File: src/rtl/bp_me_lce_id_to_cord.sv
// LCE id -> coherence-NoC cord {y, x} plus in-tile cache index.
// Core-complex ids get their row/column split by repeated subtraction of cc_x_dim_p.
//
// state  | meaning
// IDLE   | ready for a request; captures lce_id_i on v_i
// DECODE | classify the captured id by region
// DIV    | core-complex only: subtract cc_x_dim_p until rem < cc_x_dim_p
// DONE   | result valid; held until yumi_i
module bp_me_lce_id_to_cord #(
  parameter int cc_x_dim_p             = 2,
  parameter int cc_y_dim_p             = 2,
  parameter int sac_x_dim_p            = 1,
  parameter int ic_y_dim_p             = 1,
  parameter int num_cacc_p             = 2,
  parameter int num_l2e_p              = 2,
  parameter int num_sacc_p             = 2,
  parameter int num_io_p               = 2,
  parameter int lce_id_width_p         = 5,
  parameter int coh_noc_x_cord_width_p = 4,
  parameter int coh_noc_y_cord_width_p = 4
) (
  input  logic                                                     clk_i,
  input  logic                                                     reset_n_i,
  input  logic [lce_id_width_p-1:0]                                lce_id_i,
  input  logic                                                     v_i,
  output logic                                                     ready_o,
  output logic [coh_noc_y_cord_width_p+coh_noc_x_cord_width_p-1:0] cord_o,
  output logic                                                     cid_o,
  output logic                                                     err_o,
  output logic                                                     v_o,
  input  logic                                                     yumi_i
);

  localparam int LW       = lce_id_width_p;
  localparam int XW       = coh_noc_x_cord_width_p;
  localparam int YW       = coh_noc_y_cord_width_p;
  localparam int NUM_CORE = cc_x_dim_p * cc_y_dim_p;
  localparam int MAX_CC   = 2 * NUM_CORE;
  localparam int MAX_CAC  = MAX_CC + num_cacc_p;
  localparam int MAX_MC   = MAX_CAC + num_l2e_p;
  localparam int MAX_SAC  = MAX_MC + num_sacc_p;
  localparam int MAX_IC   = MAX_SAC + num_io_p;
  localparam int RW       = $clog2(NUM_CORE + 1);

  localparam logic [LW-1:0] MAX_CC_L  = LW'(MAX_CC);
  localparam logic [LW-1:0] MAX_CAC_L = LW'(MAX_CAC);
  localparam logic [LW-1:0] MAX_MC_L  = LW'(MAX_MC);
  localparam logic [LW-1:0] MAX_SAC_L = LW'(MAX_SAC);
  localparam logic [LW-1:0] MAX_IC_L  = LW'(MAX_IC);
  localparam logic [XW-1:0] X_SAC     = XW'(sac_x_dim_p);
  localparam logic [XW-1:0] X_CAC     = XW'(sac_x_dim_p + cc_x_dim_p);
  localparam logic [YW-1:0] Y_IC      = YW'(ic_y_dim_p);
  localparam logic [YW-1:0] Y_MC      = YW'(ic_y_dim_p + cc_y_dim_p);
  localparam logic [RW-1:0] CC_X_R    = RW'(cc_x_dim_p);

  typedef enum logic [1:0] {IDLE, DECODE, DIV, DONE} state_e;

  state_e          state_q, state_d;
  logic            started_q;
  logic [LW-1:0]   id_q, id_d;
  logic [RW-1:0]   rem_q, rem_d, quo_q, quo_d;
  logic [XW-1:0]   x_q, x_d;
  logic [YW-1:0]   y_q, y_d;
  logic            cid_q, cid_d, err_q, err_d;
  logic [LW-1:0]   off_cac, off_mc, off_sac, off_io;

  assign off_cac = id_q - MAX_CC_L;
  assign off_mc  = id_q - MAX_CAC_L;
  assign off_sac = id_q - MAX_MC_L;
  assign off_io  = id_q - MAX_SAC_L;

  // started_q keeps ready_o low until the first edge after reset release
  always_ff @(posedge clk_i or negedge reset_n_i) begin
    if (!reset_n_i) begin
      state_q   <= IDLE;
      started_q <= 1'b0;
    end else begin
      state_q   <= state_d;
      started_q <= 1'b1;
    end
  end

  always_comb begin
    state_d = state_q;
    case (state_q)
      IDLE:    if (v_i && started_q) state_d = DECODE;
      DECODE:  state_d = (id_q < MAX_CC_L) ? DIV : DONE;
      DIV:     if (rem_q < CC_X_R) state_d = DONE;
      DONE:    if (yumi_i) state_d = IDLE;
      default: state_d = IDLE;
    endcase
  end

  always_comb begin
    ready_o = (state_q == IDLE) && started_q;
    v_o     = (state_q == DONE);
  end

  always_comb begin
    id_d  = id_q;
    rem_d = rem_q;
    quo_d = quo_q;
    x_d   = x_q;
    y_d   = y_q;
    cid_d = cid_q;
    err_d = err_q;
    case (state_q)
      IDLE: if (v_i && started_q) id_d = lce_id_i;
      DECODE: begin
        err_d = 1'b0;
        cid_d = 1'b0;
        if (id_q < MAX_CC_L) begin
          cid_d = id_q[0];
          rem_d = RW'(id_q >> 1);
          quo_d = '0;
        end else if (id_q < MAX_CAC_L) begin
          x_d = X_CAC;
          y_d = Y_IC + YW'(off_cac);
        end else if (id_q < MAX_MC_L) begin
          x_d = X_SAC + XW'(off_mc);
          y_d = Y_MC;
        end else if (id_q < MAX_SAC_L) begin
          x_d = '0;
          y_d = Y_IC + YW'(off_sac);
        end else if (id_q < MAX_IC_L) begin
          x_d = X_SAC + XW'(off_io);
          y_d = '0;
        end else begin
          err_d = 1'b1;
          x_d   = '0;
          y_d   = '0;
        end
      end
      DIV: begin
        if (rem_q >= CC_X_R) begin
          rem_d = rem_q - CC_X_R;
          quo_d = quo_q + RW'(1);
        end else begin
          x_d = X_SAC + XW'(rem_q);
          y_d = Y_IC + YW'(quo_q);
        end
      end
      default: ;
    endcase
  end

  always_ff @(posedge clk_i or negedge reset_n_i) begin
    if (!reset_n_i) begin
      id_q  <= '0;
      rem_q <= '0;
      quo_q <= '0;
      x_q   <= '0;
      y_q   <= '0;
      cid_q <= 1'b0;
      err_q <= 1'b0;
    end else begin
      id_q  <= id_d;
      rem_q <= rem_d;
      quo_q <= quo_d;
      x_q   <= x_d;
      y_q   <= y_d;
      cid_q <= cid_d;
      err_q <= err_d;
    end
  end

  assign cord_o = {y_q, x_q};
  assign cid_o  = cid_q;
  assign err_o  = err_q;

  yumi_needs_valid: assert property (@(posedge clk_i) disable iff (!reset_n_i) yumi_i |-> v_o);
  v_i_known:        assert property (@(posedge clk_i) disable iff (!reset_n_i) !$isunknown(v_i));

endmodule
File: config.mk
export PLATFORM = sky130hd
export DESIGN_NAME = bp_me_lce_id_to_cord
export DESIGN_NICKNAME = d
export VERILOG_FILES = /design/src/rtl/bp_me_lce_id_to_cord.sv
export SDC_FILE = /design/constraint.sdc
export NUM_CORES = 1
export LEC_CHECK = 0
export CAP_MARGIN = 40
export CORE_UTILIZATION = 48
export DETAILED_ROUTE_END_ITERATION = 10
export PLACE_DENSITY = 0.72
export SLEW_MARGIN = 20
export SYNTH_ARGS = -nofsm -noshare
export SYNTH_HDL_FRONTEND = slang
export SYNTH_SLANG_ARGS = --single-unit
File: constraint.sdc
create_clock -name clk_i -period 1.85 [get_ports clk_i]
set_clock_uncertainty 0.05 [all_clocks]
set_input_delay 0.185 -clock clk_i [delete_from_list [all_inputs] [get_ports clk_i]]
set_output_delay 0.185 -clock clk_i [all_outputs]
set_load 0.02 [all_outputs]
==> summary.txt <==
Run status
  – Status: complete, but fails checks
  – Failing checks: design-rule violations

Pwr
  – PwrDens: 2130 nW/µm²
  – Total leakage power: 0.818 nW
  – Peak VDD IR: roughly 1200 µV
  – Pwr Total: 3.93 mW

Worst setup path
  – CP Max Fanout: 9
  – Cells on worst reg2reg path: 6
  – Kind of critical path: register to register
  – CP Launch Type: register
  – Worst R2R Start: state_q[1]
  – CP required: 2.03 ns
  – Crit Reg-Reg Endpoint: y_q[3]
  – R2R Setup Slk: ~0.073 ns
  – Crit path capture type: register
  – Critical Path AT: 1.95 ns

Place
  – Dpl cells: a little over 200
  – Placer congestion estimate: 0.859
  – Dpl hpwl: roughly 2.5 mm
  – Dpl ws: -0.0348 ns
  – Port bufs: 20

Drt
  – Number of detailed-route iterations in the first pass: 7
  – Number of remaining DRC errors: 1
  – Wire per inst: between 15 and 20 µm
  – Routed WL: about 3.3 mm
  – DRT iter0 DRCs: 42
  – Via density per instance: around 5.9
  – Antenna-violating nets left: 0
  – Vias post-DR: 1232

Clock network
  – Number of CTS-inserted buffers: 3
  – CTS tree: yes
  – Htree depth: 1
  – Clock root cell: clkbuf_4
  – CTS Buffer Depth: 2
  – Cts hold-fix bufs: 0
  – Worst skew pair latency: 0.32 ns
  – Reg clk slew, reported paths: around 0.14 ns
  – Sink Count: 24

Synth
  – Commonest register cell after synthesis: dfrtp_1
  – EDFF count, synth: 0
  – Seq/Total Area, Yosys: approximately two fifths
  – Mapped Cells: 145
  – Mapped Area: 1490 µm²
  – Synth Register Bits: 24
  – Cell with the most instances after synthesis: dfrtp_1
  – Yosys top cell by area: dfrtp_1
  – Mapped Nets: 165
  – Most instantiated cells after synthesis: dfrtp_1 (24), a21oi_1 (14), nand2_1 (14)
  – Asr flop ratio synth: 100%
  – Synth Area per Inst: 10.3 µm²
  – Synth top area cells: dfrtp_1 (40%), ha_1 (9.3%), mux2_2 (6.1%)
  – Ys Warns: 0
  – Top-area cell type share of the netlist area: 40.4%
  – Number of distinct library cells after synthesis: 45

Global route
  – GR Overflow Total: 0
  – GRT Resource Usage Total: a little under a quarter
  – Initial antenna violation count: 0
  – Largest net degree at the start of global routing: 25
  – Via count of the first global-routing pass: 1274
  – First-pass GRT wire length: 5.97 mm

STA
  – Final WS setup: roughly 0.073 ns
  – Final setup violation count: 0
  – Max Freq: 0.563 GHz
  – Final min period: 1.78 ns
  – Tcrit/Tclk final: 96.1%
  – Pins Over Slew Limit: 0
  – Fin. Hold Viols: 0

Floorplan
  – Die Wd: just under 60 µm
  – Initial core utilization: 52.1%
  – Core Rows: 19
  – Core footprint: 2850 µm²
  – Die Y: 57.7 µm
  – Full die area: between 3000 and 4000 µm²
  – I/O Pins: 21

Cells and area
  – Nets: 199
  – Non-Filler Instances: 209
  – Ant diodes: 0
  – Post-layout util: ~65%
  – Share of layout cells above drive strength 1: 21.9%
  – P&R area growth vs syn: 24.2%

Worst hold path
  – Kind of path behind the tightest hold check: input port to asynchronous set/reset pin

Job
  – MaxCap Viol Count: 0
-- worst max-delay path: stages, from the launching register on --
cell and delay (ns):
dfrtp_2 0.45, inv_1 0.09, ha_1 0.17, or3b_4 0.44, nand2_8 0.13, a21oi_4 0.06
mux2_4 0.30
-- where the power goes --
| part | internal [mW] | switching [mW] | leakage (nW) | total, mW |
|---|---|---|---|---|
| Combinational | 1.23 | 1.30 | 0.498 | 2.53 |
| Sequential | 0.776 | 0.238 | 0.292 | 1.01 |
| Clock | 0.219 | 0.166 | 0.0279 | 0.385 |
-- through the flow --
step,instance area (µm²),hold slack (ns),TNS (ns)
2_1_floorplan,1490,-0.161,0
3_3_place_gp,1780,0.440,0
3_5_place_dp,1780,0.440,-0.0348
4_1_cts,1840,0.166,0
5_1_grt,1850,0.176,-0.00194
6_report,1850,0.151,0
-- layout by cell type, fill, tap and decap left out, types with 2 or more instances in the layout --
cell             netlist  final
dfrtp_1               24     23
mux2_2                 8      8
nand2b_1               3      3
nor2_1                 3      3
inv_1                  8      8
inv_2                  2      2
a21oi_1               14     14
a22oi_1                2      2
nor3_1                 2      2
nand2_1               14     14
mux2i_1                2      2
clkdlybuf4s50_1        0     18
o21a_1                 3      3
clkbuf_4               0      3
buf_4                  0     15
o21ai_0                6      6
o32a_1                 6      6
ha_1                  11     11
o22a_1                 2      2
xnor2_1                2      2
o22ai_1                2      2
o32ai_1                2      2
-- worst max path at each step --
stage	from	to	slack, ns
global route	rem_q[1]	state_q[1]	-0.002
global placement	state_q[1]	y_q[3]	0.05
floorplan	state_q[1]	y_q[3]	0.02
detailed placement	state_q[1]	y_q[3]	-0.03
finish	state_q[1]	y_q[3]	0.07
CTS	state_q[1]	y_q[3]	0.03
-- state kept, by name (all words and copies together) (netlist names) --
register / cells
state_q: 2
x_q: 4
started_q: 1
cid_o: 1
err_o: 1
y_q: 4
id_q: 5
quo_q: 3
rem_q: 3
-- logic make-up after synthesis --
family | after synthesis | synth area share, %
xor gates and xnor gates | 2 | 1.18
AOI/OAI and AO/OA | 49 | 23.8
adders and majority gates | 11 | 9.26
DFF | 24 | 40.4
muxes | 11 | 8.42
and+or+nand+nor | 30 | 10.8
buffers and inverters | 17 | 5.89
other | 1 | 0.252
-- layout make-up --
class                   count  area [µm²]
repair buffers             35         307
clock inverters             1        30.0
clock buffers               3        22.5
fillers                   237        1010
multi-input cells         104         805
flip-flops and latches     24         602
well taps                  31        38.8
inverters                  11        41.3
-- repair_timing --
item	in CTS	in global routing
endpoints found under the setup margin	3	3
gates resized for setup	3	4
setup buffers	0	1
-- routing by layer --
metal / up-vias / track usage (%) / routed length, µm
met5: - / 0 / 0
met4: 0 / 6.12 / 17
met3: 2 / 2.90 / 143
met2: 36 / 40.9 / 1680
met1: 596 / 30.6 / 1470
li1: 598 / - / -
Note: power is estimated with default switching activity, not from simulation.
